--- src/rtl/vc_fifo_arbiter.sv ---
// ============================================================================
// Module  : vc_fifo_arbiter
// Brief   : Round-robin burst scheduler draining NUM_VC FWFT VC FIFOs into one
//           shared output FIFO with pause / idle / error status.
// Revision: 1.0 - initial release
// ============================================================================
`default_nettype none

module vc_fifo_arbiter #(
    parameter int NUM_VC     = 4,
    parameter int DATA_WIDTH = 8,
    parameter int BURST      = 2
) (
    input  logic                           clk,
    input  logic                           rst,
    input  logic                           start_i,
    input  logic [NUM_VC-1:0]              vc_empty_i,
    input  logic [NUM_VC*DATA_WIDTH-1:0]   vc_data_i,
    output logic [NUM_VC-1:0]              vc_pop_o,
    input  logic                           out_full_i,
    input  logic                           out_almost_full_i,
    output logic                           out_push_o,
    output logic [DATA_WIDTH-1:0]          out_data_o,
    output logic [$clog2(NUM_VC)-1:0]      out_vc_o,
    output logic                           pause_o,
    output logic                           idle_o,
    output logic                           error_full_o
);

    localparam int VW = $clog2(NUM_VC);
    localparam int BW = $clog2(BURST) + 1;

    typedef enum logic [2:0] {
        S_INIT  = 3'd0,
        S_ARB   = 3'd1,
        S_XFER  = 3'd2,
        S_PAUSE = 3'd3,
        S_ERROR = 3'd4
    } state_t;

    state_t                  state_q, state_d;
    logic [VW-1:0]           g_q, g_d;
    logic [BW-1:0]           bc_q, bc_d;
    logic                    out_push_q;
    logic [DATA_WIDTH-1:0]   out_data_q;
    logic [VW-1:0]           out_vc_q;

    logic [NUM_VC-1:0]       w_pop;
    logic [VW-1:0]           w_next_g;
    logic                    w_any;
    logic [VW-1:0]           w_idx;
    logic [DATA_WIDTH-1:0]   w_head;

    assign w_any  = ~&vc_empty_i;
    assign w_head = vc_data_i[g_q*DATA_WIDTH +: DATA_WIDTH];

    // Search g+1, g+2, ... with wrap; offset NUM_VC aliases back to g, so g is tried last.
    always_comb begin
        w_next_g = g_q;
        w_idx    = g_q;
        for (int k = NUM_VC; k >= 1; k--) begin
            w_idx = g_q + VW'(k);
            if (!vc_empty_i[w_idx]) begin
                w_next_g = w_idx;
            end
        end
    end

    always_comb begin
        state_d = state_q;
        g_d     = g_q;
        bc_d    = bc_q;
        w_pop   = '0;
        case (state_q)
            S_INIT: begin
                if (start_i) begin
                    state_d = S_ARB;
                end
            end
            S_ARB: begin
                if (out_almost_full_i) begin
                    state_d = S_PAUSE;
                end else if (w_any) begin
                    g_d     = w_next_g;
                    bc_d    = '0;
                    state_d = S_XFER;
                end
            end
            S_XFER: begin
                if (out_push_q && out_full_i) begin
                    state_d = S_ERROR;
                end else if (out_almost_full_i) begin
                    state_d = S_PAUSE;
                end else if (vc_empty_i[g_q]) begin
                    state_d = S_ARB;
                end else begin
                    w_pop[g_q] = 1'b1;
                    if (bc_q == BW'(BURST - 1)) begin
                        bc_d    = '0;
                        state_d = S_ARB;
                    end else begin
                        bc_d = bc_q + BW'(1);
                    end
                end
            end
            S_PAUSE: begin
                if (!out_almost_full_i) begin
                    state_d = S_ARB;
                end
            end
            S_ERROR: begin
                state_d = S_ERROR;
            end
            default: begin
                state_d = S_INIT;
            end
        endcase
    end

    always_ff @(posedge clk) begin
        if (rst) begin
            state_q    <= S_INIT;
            g_q        <= VW'(NUM_VC - 1);
            bc_q       <= '0;
            out_push_q <= 1'b0;
            out_data_q <= '0;
            out_vc_q   <= '0;
        end else begin
            state_q    <= state_d;
            g_q        <= g_d;
            bc_q       <= bc_d;
            out_push_q <= |w_pop;
            out_data_q <= w_head;
            out_vc_q   <= g_q;
        end
    end

    // Reset wins even over the combinational pop so no word leaves a FIFO during rst.
    assign vc_pop_o     = rst ? '0 : w_pop;
    assign out_push_o   = out_push_q;
    assign out_data_o   = out_data_q;
    assign out_vc_o     = out_vc_q;
    assign pause_o      = (state_q == S_PAUSE);
    assign idle_o       = (state_q == S_ARB) && !w_any;
    assign error_full_o = (state_q == S_ERROR);

endmodule

`default_nettype wire
--- config.mk ---
export PLATFORM = sky130hd
export DESIGN_NAME = vc_fifo_arbiter
export DESIGN_NICKNAME = d
export VERILOG_FILES = /design/src/rtl/vc_fifo_arbiter.sv
export SDC_FILE = /design/constraint.sdc
export NUM_CORES = 1
export LEC_CHECK = 0
export CORE_MARGIN = 4
export CORE_UTILIZATION = 30
export CTS_CLUSTER_SIZE = 10
export DETAILED_ROUTE_END_ITERATION = 8
export PLACE_DENSITY = 0.65
export SYNTH_ARGS = -nofsm -noshare
export SYNTH_HDL_FRONTEND = slang
export SYNTH_SLANG_ARGS = --single-unit
--- constraint.sdc ---
create_clock -name clk -period 3.08 [get_ports clk]
set_input_delay 0.77 -clock clk [delete_from_list [all_inputs] [get_ports clk]]
set_output_delay 0.77 -clock clk [all_outputs]
set_load 0.005 [all_outputs]
==> impl_metrics.json, run 1 <==
{
  "synthAdderAreaFrac_pct": 4.269,
  "intPower_mw": 0.5638,
  "reg2reg_slack_ns": 0.78,
  "sw_frac_of_total_pct": 28.34,
  "drive_gt1_share_pct": 25.27,
  "path_clk_slew_ns": 0.08,
  "dp_hpwl_um": 2791,
  "crit_slowest_cell": "or4b_4",
  "r2r-start": "g_q[0]",
  "ys_seq_area_share_pct": 30.74,
  "grt_pass1_vias": 1182,
  "synth_cell_types": 37,
  "synth_seq_cells": 18,
  "drt_wl_total_um": 3350,
  "path_cells": "buf_6, mux4_2, or4b_4, nor2_4, and2_4, buf_6",
  "root_buffer": "clkbuf_8",
  "routabilityCongestion": 0.7997,
  "rsz0062_at_grt": "true",
  "reg2reg_to": "g_q[0]",
  "fin_nets": 228,
  "drv_slew": 0,
  "fmax_mhz": 327.6,
  "max_stage_delay_ns": 0.57,
  "io_pins": 59,
  "end_kind": "output pin",
  "netlist_area_um2": 1172,
  "maxCapViolations": 0,
  "postRouteAntennaNets": 0,
  "worstMarginPinSlew_ns": 0.4891,
  "initial_core_util_pct": 31.55,
  "pwr-share-seq_pct": 36.4,
  "ctsHoldBuffers": 0,
  "dieArea_um2": 4972,
  "synth_area_leaders": "dfxtp_1, mux4_2, and2_1, ha_1, inv_1",
  "grt_pass1_wl_um": 5595,
  "core_area_um2": 3716,
  "switchingPower_mw": 0.2229,
  "whs_path_depth": 2,
  "synth_top_family_by_area": "multiplexers",
  "antenna_found_initial": 0,
  "finalNonFillerCells": 230,
  "utilization_pct": 52.63,
  "p_per_area_nw_per_um2": 402.3,
  "cts_sinks": 18,
  "timing.final.crit_share_pct": 99.11,
  "hold_violations": 0,
  "muxShareOfSynthArea_pct": 25.08,
  "startpoint_type": "input pin",
  "drt_iter0_drc": 92,
  "synth_area_per_cell_um2": 10.19,
  "die_h_um": 70.52,
  "hp-class": "reg -> reg",
  "required_ns": 2.31,
  "cts_buffer_depth": 2,
  "synth-xor-area-share_pct": 0,
  "synthTopCellsByCount": "dfxtp_1, and2_1, mux4_2, inv_1, nand2_1",
  "avgRoutedWirePerCell_um": 14.57,
  "synth_top_area_share_pct": 30.74,
  "n_antenna_cell": 0,
  "ir_drop_uv": 160.9,
  "cp.arrival_ns": 2.28,
  "yosysWarnings": 0,
  "drt_pass1_iterations": 4,
  "num_vias": 1147,
  "mappedNetlistNets": 160,
  "cts_buffers": 3,
  "synth-edff-count": 0,
  "area_growth_pct": 66.81,
  "die_w_um": 70.52,
  "cp_common_cell": "buf_6",
  "layout_min_cycle_time_ns": 3.053,
  "synth.largest_area_cell": "dfxtp_1",
  "relSlewSlack_pct": 66.98,
  "ys_async_sr_fraction_pct": 0,
  "fp-row-count": 22,
  "path_max_fanout": 4,
  "synth_cells": 115,
  "synth-main-ff-cell": "dfxtp_1",
  "finalSetupViolCount": 0,
  "drc": 0,
  "tritoncts": "yes",
  "ff2ff_path_depth": 6,
  "yosysMostFrequentCell": "dfxtp_1",
  "min_to": "bc_q[1]",
  "fin_skew_ns": 0.005344,
  "synth_compound_area_share_pct": 10.67,
  "combPwrFrac_pct": 38.6,
  "cts.htree.levels": 1,
  "worstSetupPathType": "in -> out",
  "dp_cells": 225,
  "power_frac_clock_pct": 25.0,
  "yosys.area_share.simple_pct": 23.59,
  "viasPerCell": 4.987,
  "clk_latency_ns": 0.25,
  "p_leak_nw": 0.7851,
  "overflow": 0,
  "outcome": "complete, no violations",
  "gr-usage-all-layers_pct": 13.86,
  "io_buffers": 58,
  "hold_start": "bc_q[1]",
  "grt_start_max_net_pins": 18
}
-- worst max-delay path, delay by kind of cell --
family,cells,cell delay [ns]
buf+inv,2,0.17
mux,1,0.48
simple gates,3,0.85
-- metal layers --
metal | up-vias | wire (um) | global-route usage (%)
li1 | 563 | - | -
met1 | 553 | 1416 | 17.89
met2 | 29 | 1718 | 23.60
met3 | 2 | 178 | 1.727
met4 | 0 | 36 | 5.106
met5 | - | 0 | 0
-- worst max-delay path by stage --
stage                        startpoint     endpoint  depth (start not counted)
final                     vc_empty_i[3]  vc_pop_o[2]                          6
after global routing      vc_empty_i[3]  vc_pop_o[0]                          6
after CTS                 vc_empty_i[3]  vc_pop_o[2]                          6
after detailed placement  vc_empty_i[3]  vc_pop_o[3]                          6
after global placement    vc_empty_i[3]  vc_pop_o[2]                          6
after floorplan           vc_empty_i[3]  vc_pop_o[0]                          5
-- power by group through the flow --
stage	clock network, mW	registers [mW]	logic [mW]
after floorplan	0	0.281	0.179
after global placement	0	0.291	0.292
after detailed placement	0	0.292	0.299
after CTS	0.200	0.286	0.301
after global routing	0.208	0.292	0.331
final	0.197	0.286	0.304
-- flip-flops by register name (all words and copies together) (netlist names) --
register    flops
out_push_o      1
out_vc_o        2
bc_q            2
state_q         3
g_q             2
out_data_o      8
-- logic make-up after synthesis --
logic type      count (synthesis)
fa+ha+maj                       4
flops                          18
buf+inv                        15
simple gates                   47
mux                            14
compound gates                 17
-- per-stage QoR --
| stage | setup WS (ns) | power, mW | cell area (um2) | hold WS [ns] | TNS, ns |
|---|---|---|---|---|---|
| 2_1_floorplan | 0.2032 | 0.4596 | 1172 | 0.4455 | 0 |
| 3_3_place_gp | -0.6824 | 0.5823 | 1863 | 0.4600 | -2.725 |
| 3_5_place_dp | -0.7531 | 0.5909 | 1863 | 0.4689 | -2.956 |
| 4_1_cts | 0.01785 | 0.7873 | 1897 | 0.4800 | 0 |
| 5_1_grt | -0.01779 | 0.8310 | 1956 | 0.5115 | -0.06049 |
| 6_report | 0.02741 | 0.7867 | 1956 | 0.4770 | 0 |
-- cell usage in the layout (no fill, tap or decap), types with 3 or more instances in the layout --
| master | n |
|---|---|
| and2_4 | 4 |
| dfxtp_1 | 18 |
| clkbuf_8 | 4 |
| a211oi_1 | 3 |
| nand3_1 | 3 |
| clkdlybuf4s50_1 | 49 |
| nor3_1 | 4 |
| buf_4 | 13 |
| ha_1 | 4 |
| nor2_1 | 5 |
| mux4_2 | 11 |
| inv_1 | 7 |
| buf_6 | 8 |
| nand2b_1 | 4 |
| and2_1 | 8 |
| nand2_1 | 6 |
-- layout make-up --
class / count / area (um2)
flip-flops and latches: 18 / 360.3
repair buffers: 71 / 686.9
inverters: 7 / 26.28
well taps: 48 / 60.06
clock buffers: 4 / 55.05
multi-input cells: 82 / 767.0
fillers: 349 / 1760
-- timing repair --
action                                  in CTS  in global routing
pin swaps                                    6                  5
endpoints found under the setup margin       4                  4
buffers inserted                             0                  1
gates resized for setup                     38                 10
(Power assumes the default switching activity.)
==> run 2, diff against run 1 <==
--- a/config.mk
+++ b/config.mk
@@ -10,6 +10,7 @@
 export CTS_CLUSTER_SIZE = 10
 export DETAILED_ROUTE_END_ITERATION = 8
 export PLACE_DENSITY = 0.65
+export SLEW_MARGIN = 0
 export SYNTH_ARGS = -nofsm -noshare
 export SYNTH_HDL_FRONTEND = slang
 export SYNTH_SLANG_ARGS = --single-unit
==> results of run 2 <==
Same layout as run 1: the final DEF is identical, and so are final timing and power.
